File: src/rtl/clock_cfg_sequencer.sv
// clock_cfg_sequencer
// Sequences clock-mode changes from the core's CLK register toward altera_clock.
// Every change goes through a drain window with the cogs stalled, then the new mode is
// applied, then the bench of PLL/oscillator settle time elapses before the stall is released.
// A rising edge on cfg_in[7] is turned into a one-clock soft-reset request.
//
// Optional feature macro: CLKSEQ_FASTPATH_EN
//   When defined, a change that only touches CLKSEL [2:0] (PLLENA/OSCENA/OSCM [6:3]
//   unchanged) skips the settle window because no oscillator or PLL is restarted.
//   When undefined, every change runs the full drain/apply/settle sequence.

module clock_cfg_sequencer #(
  parameter logic [6:0] RESET_CFG     = 7'h00,
  parameter int         HOLD_CYCLES   = 16,
  parameter int         SETTLE_CYCLES = 1_600_000,
  parameter int         CNT_W         = 21
) (
  input  logic       clock,
  input  logic       res,
  input  logic [7:0] cfg_in,
  output logic [6:0] cfg_out,
  output logic       hold,
  output logic       busy,
  output logic       soft_res,
  output logic [7:0] changes
);

  // Largest value the down-counter can be loaded with.
  localparam longint CNT_MAX = (longint'(1) << CNT_W) - 1;

  // Refuse to build when a window length cannot be represented by the counter.
  generate
    if (HOLD_CYCLES < 1 || longint'(HOLD_CYCLES) > CNT_MAX) begin : g_bad_hold
      $error("clock_cfg_sequencer: HOLD_CYCLES out of range for CNT_W");
    end
    if (SETTLE_CYCLES < 1 || longint'(SETTLE_CYCLES) > CNT_MAX) begin : g_bad_settle
      $error("clock_cfg_sequencer: SETTLE_CYCLES out of range for CNT_W");
    end
  endgenerate

  // Counter load values; the counter runs from LOAD down to 0 inclusive.
  localparam logic [CNT_W-1:0] HOLD_LOAD   = CNT_W'(HOLD_CYCLES - 1);
  localparam logic [CNT_W-1:0] SETTLE_LOAD = CNT_W'(SETTLE_CYCLES - 1);

  typedef enum logic [1:0] {
    IDLE   = 2'd0,
    DRAIN  = 2'd1,
    APPLY  = 2'd2,
    SETTLE = 2'd3
  } state_t;

  state_t           state;
  logic [CNT_W-1:0] counter;
  logic [6:0]       pend;
  logic             cfg7_q;
  logic             cfg_differs;

`ifdef CLKSEQ_FASTPATH_EN
  logic             fast_pend;
  logic             fast_eligible;
`endif

  // Saturating increment for the completed-change counter.
  function automatic logic [7:0] sat_inc(input logic [7:0] v);
    return (v == 8'hFF) ? v : v + 8'd1;
  endfunction

  // A new sequence is wanted whenever the requested mode differs from the applied one.
  assign cfg_differs = (cfg_in[6:0] != cfg_out);

`ifdef CLKSEQ_FASTPATH_EN
  // Only a CLKSEL change with oscillator/PLL controls untouched may skip settling.
  assign fast_eligible = (cfg_in[6:3] == cfg_out[6:3]);
`endif

  // Soft-reset edge detector; primed high on reset so a stuck bit does not fire on exit.
  always_ff @(posedge clock) begin
    if (res) begin
      cfg7_q   <= 1'b1;
      soft_res <= 1'b0;
    end else begin
      cfg7_q   <= cfg_in[7];
      soft_res <= cfg_in[7] & ~cfg7_q;
    end
  end

  // Main sequencer: stall, drain, apply the new mode, settle, release.
  always_ff @(posedge clock) begin
    if (res) begin
      state   <= IDLE;
      counter <= '0;
      pend    <= RESET_CFG;
      cfg_out <= RESET_CFG;
      hold    <= 1'b0;
      busy    <= 1'b0;
      changes <= 8'h00;
`ifdef CLKSEQ_FASTPATH_EN
      fast_pend <= 1'b0;
`endif
    end else begin
      case (state)
        IDLE: begin
          if (cfg_differs) begin
            pend    <= cfg_in[6:0];
            counter <= HOLD_LOAD;
            hold    <= 1'b1;
            busy    <= 1'b1;
            state   <= DRAIN;
`ifdef CLKSEQ_FASTPATH_EN
            fast_pend <= fast_eligible;
`endif
          end
        end

        DRAIN: begin
          hold <= 1'b1;
          busy <= 1'b1;
          if (counter == '0) begin
            state <= APPLY;
          end else begin
            counter <= counter - 1'b1;
          end
        end

        APPLY: begin
          cfg_out <= pend;
`ifdef CLKSEQ_FASTPATH_EN
          if (fast_pend) begin
            hold    <= 1'b0;
            busy    <= 1'b0;
            changes <= sat_inc(changes);
            counter <= '0;
            state   <= IDLE;
          end else begin
            hold    <= 1'b1;
            busy    <= 1'b1;
            counter <= SETTLE_LOAD;
            state   <= SETTLE;
          end
`else
          hold    <= 1'b1;
          busy    <= 1'b1;
          counter <= SETTLE_LOAD;
          state   <= SETTLE;
`endif
        end

        SETTLE: begin
          if (counter == '0) begin
            hold    <= 1'b0;
            busy    <= 1'b0;
            changes <= sat_inc(changes);
            state   <= IDLE;
          end else begin
            hold    <= 1'b1;
            busy    <= 1'b1;
            counter <= counter - 1'b1;
          end
        end

        default: begin
          state <= IDLE;
          hold  <= 1'b0;
          busy  <= 1'b0;
        end
      endcase
    end
  end

endmodule

File: config.mk
export PLATFORM = sky130hd
export DESIGN_NAME = clock_cfg_sequencer
export DESIGN_NICKNAME = d
export VERILOG_FILES = /design/src/rtl/clock_cfg_sequencer.sv
export SDC_FILE = /design/constraint.sdc
export NUM_CORES = 1
export LEC_CHECK = 0
export ABC_AREA = 1
export CORE_ASPECT_RATIO = 1.25
export CORE_MARGIN = 3
export CORE_UTILIZATION = 35
export CTS_CLUSTER_DIAMETER = 150
export CTS_CLUSTER_SIZE = 12
export DETAILED_ROUTE_END_ITERATION = 16
export GPL_TIMING_DRIVEN = 0
export PLACE_DENSITY = 0.53
export SLEW_MARGIN = 20
export SYNTH_ARGS = -nofsm -noshare
export SYNTH_HDL_FRONTEND = slang
export SYNTH_SLANG_ARGS = --single-unit
File: constraint.sdc
create_clock -name clock -period 1.9 [get_ports clock]
set_clock_uncertainty 0.15 [all_clocks]
set_input_delay 0.475 -clock clock [delete_from_list [all_inputs] [get_ports clock]]
set_output_delay 0.475 -clock clock [all_outputs]
set_load 0.05 [all_outputs]
==> flow_metrics.py <==
metrics = {
    "run_status": {
        "status": "completed",
    },
    "die": {
        "core-area_um2": 7930,
        "die-area_um2": 9460,
        "chipHeight_um": 108,
        "start_util_pct": 36.7,
        "ios": 28,
        "die_w_um": 87.6,
        "row_count": 36,
    },
    "place": {
        "dp_hpwl_mm": 5.40,
        "io_buffers": 26,
        "place_congestion": 0.865,
        "dp_slack_ns": -0.511,
        "dpl_cell_area_um2": 3290,
    },
    "global_route": {
        "grt_pass1_vias": 2601,
        "grt_max_degree": 15,
        "groute.usage.overall_pct": 16.5,
        "overflow": 0,
        "grt_pass1_wl_mm": 12.5,
        "antenna_found_initial": 0,
    },
    "cts": {
        "clock_path_buffers": 2,
        "htreeDepth": 2,
        "cts_root_buffer": "clkbuf_8",
        "numCtsBuffers": 5,
        "tritoncts": "built",
        "clock_latency_ns": 0.31,
        "cts_hold_buf": 0,
        "clk_pin_slew_worst_paths_ns": 0.09,
        "clkSinkCount": 48,
    },
    "synthesis": {
        "ys_seq_elements": 48,
        "avgSynthCellArea_um2": 6.46,
        "netlist_area_um2": 2910,
        "synth_edf_count": 0,
        "netlist_instances": 451,
        "async_reset_ff_share_pct": 0,
        "synth_top_area_share_pct": 33.0,
        "yosys.area.top_type": "dfxtp_1",
        "ys.flop_type": "dfxtp_1",
        "synth_fp_nets": 469,
        "yosysWarnings": 0,
        "yosysSeqAreaShare_pct": 33.0,
        "ys_top_cells_by_area": "dfxtp_1 33%, nand2_1 12%, nor2_1 12%",
        "yosys.cell_types.count": 31,
    },
    "timing": {
        "tightest_slew_ns": 0.567,
        "relSlewSlack_pct": 62.2,
        "max_freq_mhz": 542,
        "period_share_pct": 97.1,
        "finalHoldViolations": 0,
        "slew_viol_final": 0,
        "setup_ws_ns": 0.0547,
        "finalSetupViolCount": 0,
        "min_period_ns": 1.85,
        "finalSetupTns_ns": 0,
    },
    "pwr": {
        "peakVddDrop_mv": 0.652,
        "powerDensity_nw_per_um2": 1370,
        "p_leak_nw": 1.66,
        "power_mw": 4.95,
    },
    "layout": {
        "nets": 512,
        "multi_input_area_um2": 1800,
        "regArea_um2": 970,
        "finalInstanceArea_um2": 3600,
        "fillers": 858,
        "diodes": 0,
        "drive_gt1_share_pct": 18.4,
        "area_growth_pct": 23.8,
    },
    "route": {
        "wirelength_mm": 7.55,
        "route.detailed.drc": 0,
        "postRouteAntennaNets": 0,
        "wl_per_cell_um": 12.8,
        "routed-via-count": 2879,
        "drt_pass1_iterations": 4,
        "drt-initial-drc-count": 134,
        "vias_per_cell": 4.89,
    },
    "setup_path": {
        "crit_slowest_cell": "dlygate4sd2_1",
        "cp_num_cells": 1,
        "timing.rr.start": "state[0]",
        "worstPathArrival_ns": 1.22,
        "crit_family": "buffers and inverters",
        "crit_required_ns": 1.27,
        "start_kind": "flip-flop",
        "end_kind": "output pin",
        "cp_num_buf_inv": 1,
        "reg2reg_slack_ns": 0.08,
        "rr_endpoint": "counter[1]",
        "cpPeakStageDelay_ns": 0.54,
        "crit_end": "changes[0]",
        "reg2reg_depth": 7,
        "cp_max_fo": 5,
        "crit_path_start": "changes[0]",
        "critical_path_class": "flip-flop to output pin",
        "cp_cell_sequence": "dlygate4sd2_1",
    },
    "job": {
        "max_cap_viol_count": 0,
    },
    "hold_path": {
        "worstHoldPathType": "flip-flop to flip-flop",
    },
}
## how the worst min path moves through the flow
stage,end,cells after the start,start
floorplan,soft_res,1,cfg7_q
global placement,soft_res,1,cfg7_q
detailed placement,soft_res,1,cfg7_q
CTS,soft_res,1,cfg7_q
global route,soft_res,1,cfg7_q
finish,soft_res,1,cfg7_q
## area by class of cell
cell class / instances / area share, %
sequential: 48 / 26.9
clock buffer: 5 / 1.91
multi-input combinational: 338 / 49.9
buffer: 11 / 2.43
tap: 95 / 3.30
timing repair buffer: 36 / 9.44
clock inverter: 2 / 0.347
inverter: 54 / 5.76
## cells by family after synthesis
family,after synthesis,share of synthesized area (%)
flops,48,33.0
fa+ha+maj,8,3.44
xor+xnor,10,3.01
compound gates,50,8.85
buf+inv,65,9.58
simple gates,270,42.1
## metal layers
metal / vias up / share of wire (%) / GRT usage [%]
met5: - / 0 / 0
met4: 0 / 0.98 / 3.84
met3: 6 / 3.1 / 2.67
met2: 42 / 49 / 27.5
met1: 1322 / 47 / 22.3
li1: 1509 / - / -
## what timing repair did
item | 4_1_cts | 5_1_grt
pin swaps | 2 | 12
endpoints found under the setup margin | 56 | 52
gates resized for setup | 40 | 44
buffers inserted | 3 | 5
cloned | 0 | 2
## stage by stage
| step | utilization [%] | hold slack (ns) | instances |
|---|---|---|---|
| 6_report | 45.5 | 0.249 | 589 |
| 5_1_grt | 45.5 | 0.282 | 589 |
| 4_1_cts | 43.5 | 0.257 | 582 |
| 3_5_place_dp | 41.5 | 0.244 | 572 |
| 3_3_place_gp | 41.5 | 0.242 | 572 |
| 2_1_floorplan | - | 0.224 | 451 |
## Yosys cell counts, types with 2 or more instances
master / number
clkbuf_1: 4
nor2_2: 15
inv_1: 53
o21ai_0: 28
a21oi_2: 2
xor2_1: 4
nand3_1: 30
dfxtp_1: 48
nand2_1: 95
buf_2: 3
nor2_1: 94
buf_4: 2
a21oi_1: 19
nand4_1: 14
xnor2_1: 6
ha_1: 8
nor2_4: 3
nor3_1: 6
nand2_2: 5
## placed cells by master (no fill, tap or decap), types with 4 or more instances in the layout
| cell | netlist | layout |
|---|---|---|
| nor2_2 | 15 | 21 |
| nand4_1 | 14 | 14 |
| dlymetal6s2s_1 | 0 | 6 |
| clkbuf_2 | 0 | 6 |
| nor2_1 | 94 | 83 |
| xnor2_1 | 6 | 5 |
| nand3_1 | 30 | 29 |
| clkbuf_8 | 0 | 5 |
| dfxtp_2 | 0 | 4 |
| nor3_1 | 6 | 5 |
| nor2_4 | 3 | 8 |
| o21ai_0 | 28 | 27 |
| nand2_2 | 5 | 6 |
| buf_4 | 2 | 11 |
| a21oi_1 | 19 | 19 |
| ha_1 | 8 | 7 |
| dlygate4sd2_1 | 0 | 9 |
| nand2_1 | 95 | 93 |
| dfxtp_1 | 48 | 43 |
| inv_1 | 53 | 51 |
| clkbuf_1 | 4 | 4 |
## flip-flops by register name, indices dropped and copies added (netlist names)
name      flops
busy          1
cfg7_q        1
pend          7
counter      21
changes       8
cfg_out       7
state         2
soft_res      1
## where the power goes
part,internal [mW],switching (mW)
combinational,0.971,1.87
clock,0.250,0.366
sequential,1.26,0.227
total,2.48,2.46
No activity file was read; power rests on OpenSTA's default activity.
